<file path="config.mk">
export PLATFORM = sky130hd
export DESIGN_NAME = pilot_insert
export DESIGN_NICKNAME = d
export VERILOG_FILES = /design/src/rtl/pilot_insert.sv
export SDC_FILE = /design/constraint.sdc
export NUM_CORES = 2
export LEC_CHECK = 0
export CORE_MARGIN = 1
export CORE_UTILIZATION = 45
export DETAILED_ROUTE_END_ITERATION = 10
export GPL_TIMING_DRIVEN = 0
export HOLD_SLACK_MARGIN = 0.02
export MAX_ROUTING_LAYER = met4
export PLACE_DENSITY = 0.67
export SLEW_MARGIN = 20
export SYNTH_ARGS = -nofsm -noshare
export SYNTH_HDL_FRONTEND = slang
export SYNTH_SLANG_ARGS = --single-unit
</file>
<file path="constraint.sdc">
create_clock -name CLK_I -period 5.6 [get_ports CLK_I]
set_clock_uncertainty 0.1 [all_clocks]
set_input_delay 0.84 -clock CLK_I [delete_from_list [all_inputs] [get_ports CLK_I]]
set_output_delay 0.84 -clock CLK_I [all_outputs]
set_load 0.05 [all_outputs]
</file>
<file path="src/rtl/pilot_insert.sv">
// OFDM subcarrier mapper: interleaves accepted data samples with generated
// pilots and nulls according to a per-subcarrier allocation map.
module pilot_insert #(
  parameter int unsigned NSC       = 200,
  parameter logic [15:0] PILOT_AMP = 16'h2000,
  parameter bit          PRBS_EN   = 1'b1
) (
  input  logic             CLK_I,
  input  logic             RST_I,
  input  logic [31:0]      DAT_I,
  input  logic             CYC_I,
  input  logic             STB_I,
  input  logic             WE_I,
  output logic             ACK_O,
  output logic [31:0]      DAT_O,
  output logic             CYC_O,
  output logic             STB_O,
  output logic             WE_O,
  input  logic             ACK_I,
  input  logic [2*NSC-1:0] ALLOC_VEC,
  input  logic             VEC_LD
);

  localparam int unsigned   KW        = (NSC > 1) ? $clog2(NSC) : 1;
  localparam logic [KW-1:0] K_LAST    = KW'(NSC - 1);
  localparam logic [10:0]   PRBS_SEED = 11'h7FF;

  typedef enum logic [1:0] {IDLE, RUN, FLUSH} state_t;

  state_t           state;
  logic [KW-1:0]    k;
  logic [10:0]      lfsr;
  logic [2*NSC-1:0] alloc;
  logic [2*NSC-1:0] pend_vec;
  logic             pend;
  logic [31:0]      dat_q;
  logic             stb_q;
  logic             cyc_q;

  logic [1:0]  code;
  logic        can_load;
  logic        in_xfer;
  logic        at_end;
  logic        load;
  logic        wrap;
  logic        w;
  logic        neg;
  logic [15:0] pil_re;
  logic [31:0] gen_val;

  always_comb begin
    code     = alloc[{k, 1'b0} +: 2];
    can_load = !stb_q || ACK_I;
    ACK_O    = (state == RUN) && (code == 2'b11) && can_load;
    in_xfer  = CYC_I && STB_I && WE_I && ACK_O;
    // A frame ends only at a symbol boundary: k back at 0 with the upstream idle.
    at_end   = (state == RUN) && (k == '0) && !CYC_I;
    load     = (state == RUN) && can_load && !at_end && ((code == 2'b11) ? in_xfer : 1'b1);
    wrap     = load && (k == K_LAST);
    // The 7FF seed has tap XOR 0, so the first symbol of a frame is unmodified.
    w        = PRBS_EN && (lfsr[10] ^ lfsr[8]);
    neg      = code[1] ^ w;
    pil_re   = neg ? (~PILOT_AMP + 16'd1) : PILOT_AMP;
    gen_val  = '0;
    case (code)
      2'b11:          gen_val = DAT_I;
      2'b01, 2'b10:   gen_val = {16'h0000, pil_re};
      default:        gen_val = '0;
    endcase
  end

  assign DAT_O = dat_q;
  assign STB_O = stb_q;
  assign WE_O  = stb_q;
  assign CYC_O = cyc_q;

  always_ff @(posedge CLK_I) begin
    if (RST_I) begin
      state    <= IDLE;
      k        <= '0;
      lfsr     <= PRBS_SEED;
      alloc    <= '0;
      pend_vec <= '0;
      pend     <= 1'b0;
      dat_q    <= '0;
      stb_q    <= 1'b0;
      cyc_q    <= 1'b0;
    end else begin
      // A load coinciding with the wrap lands directly and supersedes any pending map.
      if (VEC_LD) begin
        if (state == IDLE || (k == '0 && !load) || wrap) begin
          alloc <= ALLOC_VEC;
          pend  <= 1'b0;
        end else begin
          pend_vec <= ALLOC_VEC;
          pend     <= 1'b1;
        end
      end else if (wrap && pend) begin
        alloc <= pend_vec;
        pend  <= 1'b0;
      end

      if (load) begin
        dat_q <= gen_val;
        stb_q <= 1'b1;
        cyc_q <= 1'b1;
      end else if (ACK_I) begin
        stb_q <= 1'b0;
      end

      case (state)
        IDLE: begin
          if (CYC_I) begin
            state <= RUN;
            k     <= '0;
            lfsr  <= PRBS_SEED;
          end
        end
        RUN: begin
          if (load) begin
            k <= wrap ? '0 : k + 1'b1;
          end
          if (wrap) begin
            lfsr <= {lfsr[9:0], lfsr[10] ^ lfsr[8]};
          end
          if (at_end) begin
            state <= FLUSH;
            if (can_load) begin
              cyc_q <= 1'b0;
            end
          end
        end
        FLUSH: begin
          if (can_load) begin
            state <= IDLE;
            cyc_q <= 1'b0;
          end
        end
        default: state <= IDLE;
      endcase
    end
  end

endmodule

</file>
==> impl_results.rst <==
.. list-table::
   :header-rows: 1

   * - Metric
     - Value
   * - Maximum clock insertion buffer count
     - 3
   * - CTS hold repair buffers
     - 0
   * - DR iter-0 viols
     - 2331
   * - Number of routed nets with antenna violations
     - 0
   * - Starting utilization of the core area
     - between 40% and 50%
   * - Syn Std Cell Area
     - 36510 um^2
   * - Class of the most critical hold timing path
     - flop to flop
   * - Worst VDD drop
     - 0.0002339 V
   * - Crit path required time
     - 5.98 ns
   * - Hpwl dp
     - 86.83 mm
   * - Final Setup Violations
     - 0
   * - Delay of the slowest cell on the worst path
     - 0.58 ns
   * - DIE HEIGHT
     - 286.8 um
   * - Reported leakage power
     - about 17 nW
   * - Total GRT Usage
     - 29.15%
   * - Drt first pass iters
     - 5
   * - Master cell of the clock root buffer
     - sky130_fd_sc_hd__clkbuf_16
   * - Worst-margin pin slew
     - 1.015 ns
   * - Power consumption
     - 0.01671 W
   * - Wirelength per Cell
     - 20.85 um
   * - Number of antenna violations at the first check in global routing
     - 20
   * - CP delay by family, top
     - multiplexers
   * - Via-per-instance ratio
     - between 5 and 6
   * - Sequence of cells on the critical path
     - buf_12 > buf_12 > mux4_1 > mux4_2 > mux4_2 > nor2b_1 > a211oi_2 > a21o_1 > inv_1 > ha_2 > nand2_1 > nand4_4 > nor3_4 > buf_4 > a21oi_2 > nor2_4 > buf_12 > clkbuf_4 > buf_2 > a211oi_1
   * - Biggest area contributors in the synthesized netlist
     - sky130_fd_sc_hd__dfxtp_1, sky130_fd_sc_hd__mux2i_1, sky130_fd_sc_hd__nand2_1
   * - Maximum operating frequency
     - 181.1 MHz
   * - Worst R2R Path Depth
     - 20
   * - Buffer and inverter count on the worst path
     - 7
   * - Cell taking the most area after synthesis
     - sky130_fd_sc_hd__dfxtp_1
   * - CP Depth
     - 20
   * - Post-synthesis sequential element count
     - 856
   * - Main combinational cell family by area after synthesis
     - multiplexers
   * - Share of the synthesized area in the top cell type
     - around 47%
   * - Number of cells on the worst hold path
     - 2
   * - Post-synth ARST share
     - 0%
   * - Multiplexer share of the synthesized area
     - around 18%
   * - Cell Pwr Density
     - 360.8 nW/um^2
   * - Synth cell types
     - 51
   * - CTS sink cnt
     - between 800 and 900
   * - Fraction of the yosys area taken by sequential cells
     - 46.94%
   * - Num CTS Buffers
     - slightly above 90
   * - Adder-Cell Fraction of Synth Area
     - 0.2742%
   * - Average cell area after synthesis
     - between 9 and 10 um^2
   * - Worst slew margin relative to its limit
     - 32.20%
   * - Synthesized-area fraction occupied by xor and xnor cells
     - 0.1199%
   * - Leading cell type by number of instances after synthesis
     - sky130_fd_sc_hd__dfxtp_1
   * - Pin count of the biggest net entering global routing
     - 14
   * - Latest clock arrival within the worst-skew pair
     - 0.64 ns
   * - Die width
     - 286.8 um
   * - Post-detailed-routing wire length
     - 120.2 mm
   * - Routability congestion estimate from global placement
     - 0.8638
   * - Number of rows in the core area
     - 104
   * - Period Utilization, post-route
     - between 90% and 100%
   * - Vias in the first global route
     - 30215
   * - IO Port Bufs
     - 473
   * - Syn-to-layout area delta
     - 26.82%
   * - I/O pin count
     - about 480
   * - Synth top cells by count
     - sky130_fd_sc_hd__dfxtp_1, sky130_fd_sc_hd__nand2_1, sky130_fd_sc_hd__a21oi_1
   * - Final hold vios
     - 0
   * - Full die area
     - about 80000 um^2
   * - Post-Syn Instances
     - 4034
   * - Compound-cell area share of the yosys netlist
     - between 10% and 20%
   * - Total vias in the final route
     - 31689
   * - Post-route minimum period
     - approximately 5.5 ns
   * - Largest driver fanout on the critical path
     - 10
   * - Worst Path Arrival
     - 5.90 ns
   * - Clock tree from TritonCTS
     - built
   * - Number of synthesized flops with an enable pin
     - 0
   * - Critical-path cell with the highest stage delay
     - sky130_fd_sc_hd__mux4_1
   * - Wire length of the first global-routing pass
     - roughly 180 mm
   * - Worst reg2reg startpoint
     - k[0]
   * - Max-slew violations
     - 0
   * - Crit path from
     - k[0]
   * - Placeable Area
     - 80420 um^2
   * - Total grt overflow
     - 0
   * - TNS Setup
     - 0 ns
   * - Clock-pin slew reported for the worst setup and hold paths after clock tree synthesis
     - 0.06 ns
   * - YS warnings
     - 0
   * - Final-stage net count
     - 5060
   * - Synth Flop Type
     - sky130_fd_sc_hd__dfxtp_1
   * - Post-route DRC
     - 0
   * - Count of H-tree levels built during CTS
     - 3
   * - Max-cap violations
     - 0
   * - Setup slack of the most critical reg-to-reg path
     - 0.08 ns
   * - Run status
     - completed
   * - Cell repeated most along the worst path
     - sky130_fd_sc_hd__buf_12
   * - Synthesized Nets
     - between 4000 and 5000
   * - Startpoint of the tightest hold check path
     - DAT_O[10]
   * - CP Launch Type
     - flop
   * - Fraction of final layout cells with drive strength greater than 1
     - 10.44%
   * - Path type of the worst setup path
     - flop to flop
   * - Area share of and/or/nand/nor cells after synthesis
     - 14.45%
   * - Critical Path Sink Type
     - flop
==> sequential cells by signal (all words and copies together), names as in the netlist <==
| name | flops |
|---|---|
| CYC_O | 1 |
| DAT_O | 32 |
| STB_O | 1 |
| alloc | 400 |
| k | 8 |
| lfsr | 11 |
| pend | 1 |
| pend_vec | 400 |
| state | 2 |
==> worst paths after layout <==
| kind | endpoint |
|---|---|
| max | alloc[345] |
| min | DAT_O[10] |
| max reg2reg | alloc[345] |
| min reg2reg | DAT_O[10] |
==> area by class of cell <==
type,instances,area (um^2)
inverter,7,26.28
timing repair buffer,489,4862
fill,7248,34120
multi-input combinational,2805,17850
antenna,19,47.55
buffer,363,1977
sequential,856,17140
tap,1060,1326
clock inverter,21,270.3
clock buffer,142,2801
==> where the power goes <==
part	switching, W	internal [W]	total (W)	leakage [nW]
Clock	0.00249	0.00370	0.00619	1.52
Combinational	0.00200	0.00147	0.00347	8.55
Sequential	0.000322	0.00672	0.00704	6.99
Total	0.00482	0.0119	0.0167	17.1
==> tightest hold or removal path: stages (launching register included) <==
cell and delay [ns]:
sky130_fd_sc_hd__dfxtp_1 0.30, sky130_fd_sc_hd__nand2_1 0.05, sky130_fd_sc_hd__a21oi_1 0.05
==> cell usage in the layout, fill, tap and decap left out, types with 10 or more instances in the layout <==
master                            synthesis  final
sky130_fd_sc_hd__nand2_1                851    851
sky130_fd_sc_hd__nor2_1                 417    417
sky130_fd_sc_hd__buf_6                    1     20
sky130_fd_sc_hd__clkbuf_16                0     93
sky130_fd_sc_hd__clkinv_2                 0     11
sky130_fd_sc_hd__clkbuf_1               194    172
sky130_fd_sc_hd__clkbuf_8                 0     29
sky130_fd_sc_hd__clkbuf_4                 0     24
sky130_fd_sc_hd__a211oi_1               405    399
sky130_fd_sc_hd__a21oi_1                443    442
sky130_fd_sc_hd__diode_2                  0     19
sky130_fd_sc_hd__a22oi_1                 10     10
sky130_fd_sc_hd__clkbuf_2                 0     39
sky130_fd_sc_hd__dfxtp_1                856    856
sky130_fd_sc_hd__clkdlybuf4s50_1          0    472
sky130_fd_sc_hd__o21ai_0                 10     10
sky130_fd_sc_hd__o22a_1                  11     11
sky130_fd_sc_hd__buf_4                    4     54
sky130_fd_sc_hd__buf_2                  153     83
sky130_fd_sc_hd__nand3_1                 37     37
sky130_fd_sc_hd__mux2i_1                437    434
sky130_fd_sc_hd__mux4_2                  98     99
==> stage by stage <==
stage | util (%) | std cells | setup WS [ns] | area (um^2) | hold slack (ns)
after floorplan | - | 4034 | 0.8758 | 36510 | 0.3357
after global placement | 52.94 | 5567 | -2.746 | 42570 | 0.3388
after detailed placement | 52.94 | 5567 | -2.339 | 42570 | 0.3432
after CTS | 57.13 | 5730 | 0.02800 | 45940 | 0.3516
after global routing | 57.58 | 5762 | -0.09235 | 46300 | 0.3644
final | 57.58 | 5762 | 0.07713 | 46300 | 0.3491
==> cells by family (layout without fill, tap and decap cells) <==
family / count (synthesis) / after routing
buf+inv: 373 / 1022
other cells: 0 / 19
compound gates: 899 / 899
fa+ha+maj: 8 / 8
xor+xnor: 5 / 5
simple gates: 1354 / 1354
mux: 539 / 539
flops: 856 / 856
==> metal layers <==
metal | GRT usage [%] | vias up | part of all wire, %
met3 | 3.738 | 196 | 5.5
li1 | - | 15318 | -
met1 | 37.49 | 15245 | 44
met5 | - | - | 0
met4 | 10.28 | 0 | 3.0
met2 | 47.10 | 930 | 48
==> what timing repair did <==
item | CTS | global route
gates resized for setup | 106 | 127
cloned | 0 | 0
pin swaps | 2 | 2
endpoints found under the setup margin | 855 | 811
setup buffers | 3 | 13
Power figures use the tool's default switching activity.
